File: config.mk
export PLATFORM = sky130hd
export DESIGN_NAME = multicycle_controller
export DESIGN_NICKNAME = d
export VERILOG_FILES = /design/src/rtl/multicycle_controller.sv
export SDC_FILE = /design/constraint.sdc
export NUM_CORES = 1
export LEC_CHECK = 0
export CORE_ASPECT_RATIO = 0.6
export CORE_MARGIN = 5
export CORE_UTILIZATION = 47
export CTS_CLUSTER_DIAMETER = 100
export DETAILED_ROUTE_END_ITERATION = 10
export PLACE_DENSITY = 0.85
export REMOVE_ABC_BUFFERS = 1
export SLEW_MARGIN = 5
export SYNTH_ARGS = -nofsm -noshare
export SYNTH_HDL_FRONTEND = slang
export SYNTH_SLANG_ARGS = --single-unit
File: constraint.sdc
create_clock -name clk -period 3.52 [get_ports clk]
set_input_delay 0.352 -clock clk [delete_from_list [all_inputs] [get_ports clk]]
set_output_delay 0.352 -clock clk [all_outputs]
set_load 0.005 [all_outputs]
File: src/rtl/multicycle_controller.sv
// Multicycle RISC-V control unit: sequences FETCH/DECODE/EXEC/MEM/WB with req/ack
// handshakes to both memories and parks in a sticky TRAP on illegal encodings.
module multicycle_controller #(
  parameter int instr_width  = 32,
  parameter int alu_op_width = 4
) (
  input  logic                    clk,
  input  logic                    rst,
  input  logic [instr_width-1:0]  instr_rdata,
  input  logic                    imem_ack,
  input  logic                    dmem_ack,
  input  logic                    branch_taken,
  output logic                    imem_req,
  output logic                    dmem_req,
  output logic                    dmem_we,
  output logic [alu_op_width-1:0] alu_op,
  output logic                    alu_src_imm,
  output logic                    wb_sel,
  output logic                    regfile_write_enable,
  output logic                    pc_write,
  output logic                    pc_sel,
  output logic [instr_width-1:0]  ir,
  output logic                    illegal_instr
);

  localparam logic [6:0] OP_R      = 7'b0110011;
  localparam logic [6:0] OP_I      = 7'b0010011;
  localparam logic [6:0] OP_LOAD   = 7'b0000011;
  localparam logic [6:0] OP_STORE  = 7'b0100011;
  localparam logic [6:0] OP_BRANCH = 7'b1100011;
  localparam logic [6:0] F7_ZERO   = 7'b0000000;
  localparam logic [6:0] F7_ALT    = 7'b0100000;

  localparam logic [alu_op_width-1:0] ALU_ADD  = alu_op_width'(0);
  localparam logic [alu_op_width-1:0] ALU_SUB  = alu_op_width'(1);
  localparam logic [alu_op_width-1:0] ALU_SLL  = alu_op_width'(2);
  localparam logic [alu_op_width-1:0] ALU_SLT  = alu_op_width'(3);
  localparam logic [alu_op_width-1:0] ALU_SLTU = alu_op_width'(4);
  localparam logic [alu_op_width-1:0] ALU_XOR  = alu_op_width'(5);
  localparam logic [alu_op_width-1:0] ALU_SRL  = alu_op_width'(6);
  localparam logic [alu_op_width-1:0] ALU_SRA  = alu_op_width'(7);
  localparam logic [alu_op_width-1:0] ALU_OR   = alu_op_width'(8);
  localparam logic [alu_op_width-1:0] ALU_AND  = alu_op_width'(9);

  typedef enum logic [2:0] {
    S_FETCH  = 3'd0,
    S_DECODE = 3'd1,
    S_EXEC   = 3'd2,
    S_MEM    = 3'd3,
    S_WB     = 3'd4,
    S_TRAP   = 3'd5
  } state_t;

  function automatic logic f_legal(input logic [6:0] op, input logic [2:0] f3,
                                   input logic [6:0] f7);
    logic ok;
    ok = 1'b0;
    case (op)
      OP_R: ok = (f7 == F7_ZERO) || ((f7 == F7_ALT) && ((f3 == 3'b000) || (f3 == 3'b101)));
      OP_I: begin
        case (f3)
          3'b001:  ok = (f7 == F7_ZERO);
          3'b101:  ok = (f7 == F7_ZERO) || (f7 == F7_ALT);
          default: ok = 1'b1;
        endcase
      end
      OP_LOAD, OP_STORE, OP_BRANCH: ok = 1'b1;
      default: ok = 1'b0;
    endcase
    return ok;
  endfunction

  function automatic logic [alu_op_width-1:0] f_alu_base(input logic [2:0] f3);
    logic [alu_op_width-1:0] res;
    case (f3)
      3'b000:  res = ALU_ADD;
      3'b001:  res = ALU_SLL;
      3'b010:  res = ALU_SLT;
      3'b011:  res = ALU_SLTU;
      3'b100:  res = ALU_XOR;
      3'b101:  res = ALU_SRL;
      3'b110:  res = ALU_OR;
      default: res = ALU_AND;
    endcase
    return res;
  endfunction

  // func7[5] (alt) picks sub/sra for R-type but only srai for I-type, whose upper bits are immediate.
  function automatic logic [alu_op_width-1:0] f_alu_op(input logic [6:0] op, input logic [2:0] f3,
                                                       input logic alt);
    logic [alu_op_width-1:0] res;
    res = ALU_ADD;
    case (op)
      OP_R: begin
        if (alt && (f3 == 3'b000))      res = ALU_SUB;
        else if (alt && (f3 == 3'b101)) res = ALU_SRA;
        else                            res = f_alu_base(f3);
      end
      OP_I: begin
        if (alt && (f3 == 3'b101)) res = ALU_SRA;
        else                       res = f_alu_base(f3);
      end
      OP_BRANCH: res = ALU_SUB;
      default:   res = ALU_ADD;
    endcase
    return res;
  endfunction

  state_t                  r_state;
  state_t                  w_state_next;
  logic [instr_width-1:0]  r_ir;
  logic [instr_width-1:0]  w_ir_next;

  logic                    r_imem_req;
  logic                    r_dmem_req;
  logic                    r_dmem_we;
  logic [alu_op_width-1:0] r_alu_op;
  logic                    r_alu_src_imm;
  logic                    r_wb_sel;
  logic                    r_rf_we;
  logic                    r_pc_write;
  logic                    r_branch_exec;
  logic                    r_illegal;

  logic w_cur_legal;
  logic w_cur_load;
  logic w_cur_store;
  logic w_cur_branch;
  assign w_cur_legal  = f_legal(r_ir[6:0], r_ir[14:12], r_ir[31:25]);
  assign w_cur_load   = (r_ir[6:0] == OP_LOAD);
  assign w_cur_store  = (r_ir[6:0] == OP_STORE);
  assign w_cur_branch = (r_ir[6:0] == OP_BRANCH);

  // Decode of the instruction that will be in ir next cycle, used to register the outputs.
  logic [6:0]              w_nx_op;
  logic                    w_nx_imm;
  logic                    w_nx_load;
  logic                    w_nx_store;
  logic                    w_nx_branch;
  logic                    w_nx_rd_nz;
  logic                    w_nx_active;
  logic [alu_op_width-1:0] w_nx_alu_op;
  assign w_nx_op     = w_ir_next[6:0];
  assign w_nx_load   = (w_nx_op == OP_LOAD);
  assign w_nx_store  = (w_nx_op == OP_STORE);
  assign w_nx_branch = (w_nx_op == OP_BRANCH);
  assign w_nx_imm    = (w_nx_op == OP_I) || w_nx_load || w_nx_store;
  assign w_nx_rd_nz  = (w_ir_next[11:7] != 5'd0);
  assign w_nx_alu_op = f_alu_op(w_nx_op, w_ir_next[14:12], w_ir_next[30]);
  assign w_nx_active = (w_state_next == S_DECODE) || (w_state_next == S_EXEC) ||
                       (w_state_next == S_MEM)    || (w_state_next == S_WB);

  always_comb begin
    w_state_next = r_state;
    w_ir_next    = r_ir;
    case (r_state)
      S_FETCH: begin
        if (imem_ack) begin
          w_state_next = S_DECODE;
          w_ir_next    = instr_rdata;
        end
      end
      S_DECODE: w_state_next = w_cur_legal ? S_EXEC : S_TRAP;
      S_EXEC: begin
        if (w_cur_branch)                    w_state_next = S_FETCH;
        else if (w_cur_load || w_cur_store)  w_state_next = S_MEM;
        else                                 w_state_next = S_WB;
      end
      S_MEM: begin
        if (dmem_ack) w_state_next = w_cur_load ? S_WB : S_FETCH;
      end
      S_WB:    w_state_next = S_FETCH;
      S_TRAP:  w_state_next = S_TRAP;
      default: w_state_next = S_FETCH;
    endcase
  end

  always_ff @(posedge clk or posedge rst) begin
    if (rst) begin
      r_state       <= S_FETCH;
      r_ir          <= '0;
      r_imem_req    <= 1'b1;
      r_dmem_req    <= 1'b0;
      r_dmem_we     <= 1'b0;
      r_alu_op      <= ALU_ADD;
      r_alu_src_imm <= 1'b0;
      r_wb_sel      <= 1'b0;
      r_rf_we       <= 1'b0;
      r_pc_write    <= 1'b0;
      r_branch_exec <= 1'b0;
      r_illegal     <= 1'b0;
    end else begin
      r_state       <= w_state_next;
      r_ir          <= w_ir_next;
      r_imem_req    <= (w_state_next == S_FETCH);
      r_dmem_req    <= (w_state_next == S_MEM);
      r_dmem_we     <= (w_state_next == S_MEM) && w_nx_store;
      r_alu_op      <= w_nx_active ? w_nx_alu_op : ALU_ADD;
      r_alu_src_imm <= w_nx_active && w_nx_imm;
      r_wb_sel      <= (w_state_next == S_WB) && w_nx_load;
      r_rf_we       <= (w_state_next == S_WB) && w_nx_rd_nz;
      r_pc_write    <= (w_state_next == S_WB) || ((w_state_next == S_EXEC) && w_nx_branch);
      r_branch_exec <= (w_state_next == S_EXEC) && w_nx_branch;
      r_illegal     <= (w_state_next == S_TRAP);
    end
  end

  // The comparator result and the store's completion ack must steer the PC in the same
  // cycle they arrive, otherwise the PC would move late or more than once across wait states.
  assign pc_write             = r_pc_write || ((r_state == S_MEM) && w_cur_store && dmem_ack);
  assign pc_sel               = r_branch_exec && branch_taken;
  assign imem_req             = r_imem_req;
  assign dmem_req             = r_dmem_req;
  assign dmem_we              = r_dmem_we;
  assign alu_op               = r_alu_op;
  assign alu_src_imm          = r_alu_src_imm;
  assign wb_sel               = r_wb_sel;
  assign regfile_write_enable = r_rf_we;
  assign ir                   = r_ir;
  assign illegal_instr        = r_illegal;

endmodule
==> impl_metrics.toml, run 1 <==
[run_status]
outcome = "finished, final reports clean"

[clock_network]
cts.hold.buffers_added = 0
worstSkewPairLatency_ns = 0.30
postCtsSetupBuffers = 0
ctsRootBufferMaster = "clkbuf_8"
numClockSinks = 48
cts_buffers = 5
cts.clk_slew.worst_paths_ns = 0.08
cts_tree = "done"
cts.path.max_buffers = 2
htreeDepth = 2
post_cts_resize_count = 0

[synth]
ys.flop_type = "dfrtp_1"
synth_top_cell_area_share = 0.540
synth.area.top_cells = "dfrtp_1, mux2_2, nor2_1, nand2_1, a21oi_1"
sequential_element_share_of_the_synthesized_area = 0.552
synth_cell_types = 39
synthMostInstantiatedCell = "dfrtp_1"
synth-edff-count = 0
synth_top_cell_by_area = "dfrtp_1"
synth_cells = 182
synthesis.yosys.warnings = 0
synth-seq-cells = 48
mappedNetlistArea_um2 = 2180
synth.avg_cell_area_um2 = 12.0
synth_commonest_cells = "dfrtp_1, mux2_2, nor2_1"
synth-async-reset-ratio = 1.00

[power]
power_density_nw_per_um2 = 717
total_power_uw = 2240
leakage_uw = 0.00126
worst_ir_drop_vdd_v = 0.000512

[floorplanning]
die-area_um2 = 6140
io-pin-count = 82
initial_utilization = 0.482
dieHeight_um = 62.7
rows = 19
chip_width_um = 97.9
core_area_um2 = 4520

[finish]
fraction_of_layout_instances_using_a_drive_strength_above_1 = 0.173
multi_input_area_um2 = 907
n_fill_cell = 371
area.sequential_um2 = 1200
layout.cells.non_filler = 329
final_layout_net_count = 303
synthToLayoutAreaGrowth_pct = 43.2
antenna-diode-count = 0

[critical_path]
ff2ff_setup_slack_ns = 1.38
cp.required_ns = 3.17
sort_of_element_at_the_end_of_the_critical_path = "primary output"
critPathKind = "flop to primary output"
r2r-start = "r_state[2]"
critical_path.reg2reg.endpoint = "alu_op[1]"
critPathArrivalTime_ns = 2.12
critPathMaxFanout = 5
cell_depth_of_the_worst_flop_to_flop_path = 6
worstSetupStartpointType = "flop"

[detailed_routing]
viasPerCell = 5.29
detail_route.wirelength_mm = 5.34
drc = 0
ant_nets = 0
drt-pass1-iter-count = 4
iteration_0_drc_count_of_the_detailed_router = 120
vias = 1739
post_dr_wirelength_cell_um = 16.2

[timing]
rsz_0062_raised_after_global_routing = "no"
maxClockFrequency_mhz = 404
timing.final.max_slew_violations = 0
setup_viol = 0
layout_min_cycle_time_ns = 2.47
hold_violations = 0
tightest_slew_ns = 0.960
finClkSkew_ns = 0.00769
max_slew_margin = 0.359
period_share = 0.703
setup-tns-final_ns = 0

[placed_design]
post-place-cells = 322
portBuffers = 81
gp_congestion = 0.865
post_dp_hpwl_mm = 4.06

[global_route]
grt_overflow = 0
antenna_violations_before_repair = 0
grtUsageTotal = 0.177
grt_pass1_wl_mm = 8.63
grt_start_max_net_pins = 49
first_global_vias = 1746

[hold_path]
min_from = "ir[15]"
hp-class = "flop to flop"
timing.hold.worst_endpoint = "ir[15]"
hold_path_depth = 1

[flow_run]
max_cap_viol_count = 0
-- cell type report --
class	count	area share
clock buffers	6	0.0233
clock inverters	1	0.00161
inverters	7	0.00843
multi-input cells	121	0.291
flip-flops and latches	48	0.386
well taps	63	0.0253
repair buffers	83	0.265
-- worst max-delay path: stages, from the launching register on --
cell             delay (ns)
dfrtp_1                0.40
nand4bb_4              0.25
nand2b_4               0.19
o41ai_1                0.40
clkdlybuf4s50_1        0.59
-- placed cells by master (no fill, tap or decap), drive strengths merged, types with 2 or more instances in the layout --
cell / n
a31oi: 4
o21ai: 6
dfrtp: 47
nor2b: 2
nand2: 11
nor2: 13
mux2: 28
buf: 2
a21o: 3
clkbuf: 6
nand3: 3
nor4: 4
a211oi: 4
nand3b: 2
inv: 7
clkdlybuf4s50: 81
nor3: 8
a21oi: 8
or3: 3
nor4b: 2
nand2b: 5
or2: 2
-- metal layers --
layer | GRT usage | vias up | share of wire
li1 | - | 824 | -
met1 | 0.241 | 817 | 0.44
met2 | 0.245 | 93 | 0.42
met3 | 0.0870 | 5 | 0.14
met4 | 0.0622 | 0 | 0.0045
met5 | 0 | - | 0
-- worst max-delay path by stage --
stage | slack [ns] | cells past startpoint | from | end
after floorplan | 0.36 | 6 | r_state[2] | alu_op[0]
after global placement | 1.20 | 7 | imem_ack | regfile_write_enable
after detailed placement | 1.14 | 7 | imem_ack | alu_op[1]
after CTS | 1.02 | 4 | ir[2] | pc_write
after global routing | 0.91 | 4 | ir[2] | pc_write
final | 1.05 | 4 | ir[2] | pc_write
-- through the flow --
step                hold WS, ns  instance area, um^2  utilization  worst slack (ns)
detailed placement        0.495                 3040        0.673              1.14
global placement          0.488                 3040        0.673              1.20
finish                    0.511                 3120        0.690              1.05
global route              0.536                 3120        0.690             0.912
floorplan                 0.469                 2140            -             0.361
CTS                       0.513                 3120        0.690              1.02
-- where the power goes --
part	total (uW)	switching, uW	internal, uW
Sequential	954	197	757
Combinational	973	358	616
Clock	309	174	135
Total	2240	729	1510
-- registers in the layout, summed over array words and instances (netlist names) --
register	cells
alu_src_imm	1
imem_req	1
r_branch_exec	1
regfile_write_enable	1
alu_op	4
illegal_instr	1
r_pc_write	1
dmem_req	1
ir	32
dmem_we	1
wb_sel	1
r_state	3
-- cell families after synthesis --
family	after synthesis	share of synthesized area
flip-flops	48	0.552
buffers and inverters	13	0.0310
AO/OA/AOI/OAI	33	0.106
multiplexers	29	0.149
AND/OR/NAND/NOR	59	0.161
No activity file was read; power rests on OpenSTA's default activity.
==> inputs of run 2 (changes only) <==
--- a/config.mk
+++ b/config.mk
@@ -7,10 +7,10 @@
 export LEC_CHECK = 0
 export CORE_ASPECT_RATIO = 0.6
 export CORE_MARGIN = 5
-export CORE_UTILIZATION = 47
+export CORE_UTILIZATION = 44
 export CTS_CLUSTER_DIAMETER = 100
 export DETAILED_ROUTE_END_ITERATION = 10
-export PLACE_DENSITY = 0.85
+export PLACE_DENSITY = 0.8
 export REMOVE_ABC_BUFFERS = 1
 export SLEW_MARGIN = 5
 export SYNTH_ARGS = -nofsm -noshare
==> constraint.sdc (replaced) <==
create_clock -name clk -period 2.3 [get_ports clk]
set_input_delay 0.23 -clock clk [delete_from_list [all_inputs] [get_ports clk]]
set_output_delay 0.23 -clock clk [all_outputs]
set_load 0.005 [all_outputs]
==> run 2 against run 1 <==
Combinational power rose by 62%. Critical path depth up 2. Design area rose by 2.4%. Non-clock buffer count up 8. Setup slack lost 0.81 ns. Via count up 1.4%. Cell count increased by 2.7%. Critical path type is now flop to flop. Utilization shrank 0.85 points. Count of clock-buffer cells in the layout grew 2. Worst hold slack got worse by 0.36 ns. Sequential power rose by 51%. Largest power group unchanged.
==> impl_metrics.toml, run 2 (synthesis results as in run 1) <==
[timing]
layout_min_cycle_time_ns = 2.06
tightest_slew_ns = 0.533
timing.final.max_slew_violations = 0
maxClockFrequency_mhz = 484
max_slew_margin = 0.643
worst_hold_slack_ns = 0.147
hold_violations = 0
finClkSkew_ns = 0.00921
period_share = 0.897
rsz_0062_raised_after_global_routing = "no"
setup_ws_ns = 0.236
setup_viol = 0

[critical_path]
sort_of_element_at_the_end_of_the_critical_path = "flop"
critPathKind = "flop to flop"
critPathMaxFanout = 5
critPathArrivalTime_ns = 2.26
worstSetupStartpointType = "flop"
cp.required_ns = 2.49

[global_route]
grt_overflow = 0
grt_pass1_wl_mm = 9.31
antenna_violations_before_repair = 0
grt_start_max_net_pins = 25
first_global_vias = 1837
grtUsageTotal = 0.184

[detailed_routing]
iteration_0_drc_count_of_the_detailed_router = 76
drt-pass1-iter-count = 4
drc = 0
detail_route.wirelength_mm = 5.55
post_dr_wirelength_cell_um = 16.4
ant_nets = 0
vias = 1763
viasPerCell = 5.22

[clock_network]
cts.path.max_buffers = 2
postCtsSetupBuffers = 0
numClockSinks = 48
cts_tree = "done"
ctsRootBufferMaster = "clkbuf_8"
cts.clk_slew.worst_paths_ns = 0.08
worstSkewPairLatency_ns = 0.30
htreeDepth = 2
cts_buffers = 5

[floorplanning]
die-area_um2 = 6500
chip_width_um = 101
dieHeight_um = 64.5
rows = 19
io-pin-count = 82
core_area_um2 = 4680
initial_utilization = 0.465

[power]
total_switching_power_uw = 1130
worst_ir_drop_vdd_v = 0.000719
seq_power_share = 0.410
power_frac_clock = 0.142
share_of_total_power_in_combinational_logic = 0.448
leakage_uw = 0.00132
p_sw_frac = 0.322
power_density_nw_per_um2 = 1100
cell_internal_pwr_uw = 2390

[finish]
layout_common_cells = "clkdlybuf4s50_1, dfrtp_1, mux2_2"
synthToLayoutAreaGrowth_pct = 46.7
largest_reg_flops = 32
antenna-diode-count = 0
final_layout_net_count = 311
layout.cells.non_filler = 338
most_common_library_cell_in_the_layout_ignoring_fill_and_taps = "clkdlybuf4s50_1"
n_fill_cell = 360
fraction_of_layout_instances_using_a_drive_strength_above_1 = 0.196

[placed_design]
dp_slack_ns = 0.133
portBuffers = 81
gp_congestion = 0.895
post_dp_hpwl_mm = 4.35
post-place-cells = 330

[run_status]
outcome = "finished, final reports clean"

[hold_path]
hp-class = "input port to asynchronous set/reset pin"

[flow_run]
max_cap_viol_count = 0
## run 2: critical path, cell delays in order, from the launching register on
cell	delay [ns]
dfrtp_1	0.40
nand4bb_4	0.25
nand2b_4	0.18
or3_1	0.35
o221ai_2	0.22
a31oi_1	0.24
a211oi_1	0.32
## run 2: per-layer routing
metal  up-vias  GRT usage  part of all wire
li1        844          -                 -
met1       823      0.251              0.45
met2        91      0.257              0.41
met3         5     0.0954              0.13
met4         0     0.0487            0.0079
met5         -          0                 0
## run 2: per-stage QoR
stage                     TNS [ns]  power (uW)  area [um^2]  utilization
after CTS                        0        3550         3190        0.681
after global routing             0        3770         3190        0.682
after floorplan             -12.12        2080         2140            -
after global placement           0        3000         3100        0.662
after detailed placement         0        3030         3100        0.662
final                            0        3520         3190        0.682
## run 2: path summary, 6_finish.rpt
check / cells past startpoint / startpoint / end / slack (ns)
max in group asynchronous: 3 / rst / imem_req / 1.53
hold reg to reg: 1 / ir[20] / ir[20] / 0.51
setup / recovery: 6 / ir[2] / alu_src_imm / 0.24
hold / removal: 2 / rst / ir[26] / 0.15
setup reg to reg: 6 / ir[2] / alu_src_imm / 0.24
min in group clk: 1 / ir[20] / ir[20] / 0.51
## run 2: layout make-up
cell class	count	area, um^2	area share
inverter	7	26.3	0.00823
timing repair buffer	91	888	0.278
clock buffer	8	90.1	0.0282
sequential	48	1200	0.377
multi-input combinational	121	907	0.284
tap	63	78.8	0.0247
## run 2: what timing repair did
| action | 4_1_cts | 5_1_grt |
|---|---|---|
| hold buffers | 0 | 0 |
| resized for setup | 0 | 1 |
| endpoints found under the setup margin | 0 | 1 |
## run 2: power groups by stage
stage / clock, uW / combinational (uW) / sequential, uW
2_1_floorplan: 0 / 640 / 1440
3_3_place_gp: 0 / 1560 / 1440
3_5_place_dp: 0 / 1580 / 1450
4_1_cts: 516 / 1590 / 1450
5_1_grt: 559 / 1710 / 1500
6_report: 500 / 1580 / 1440
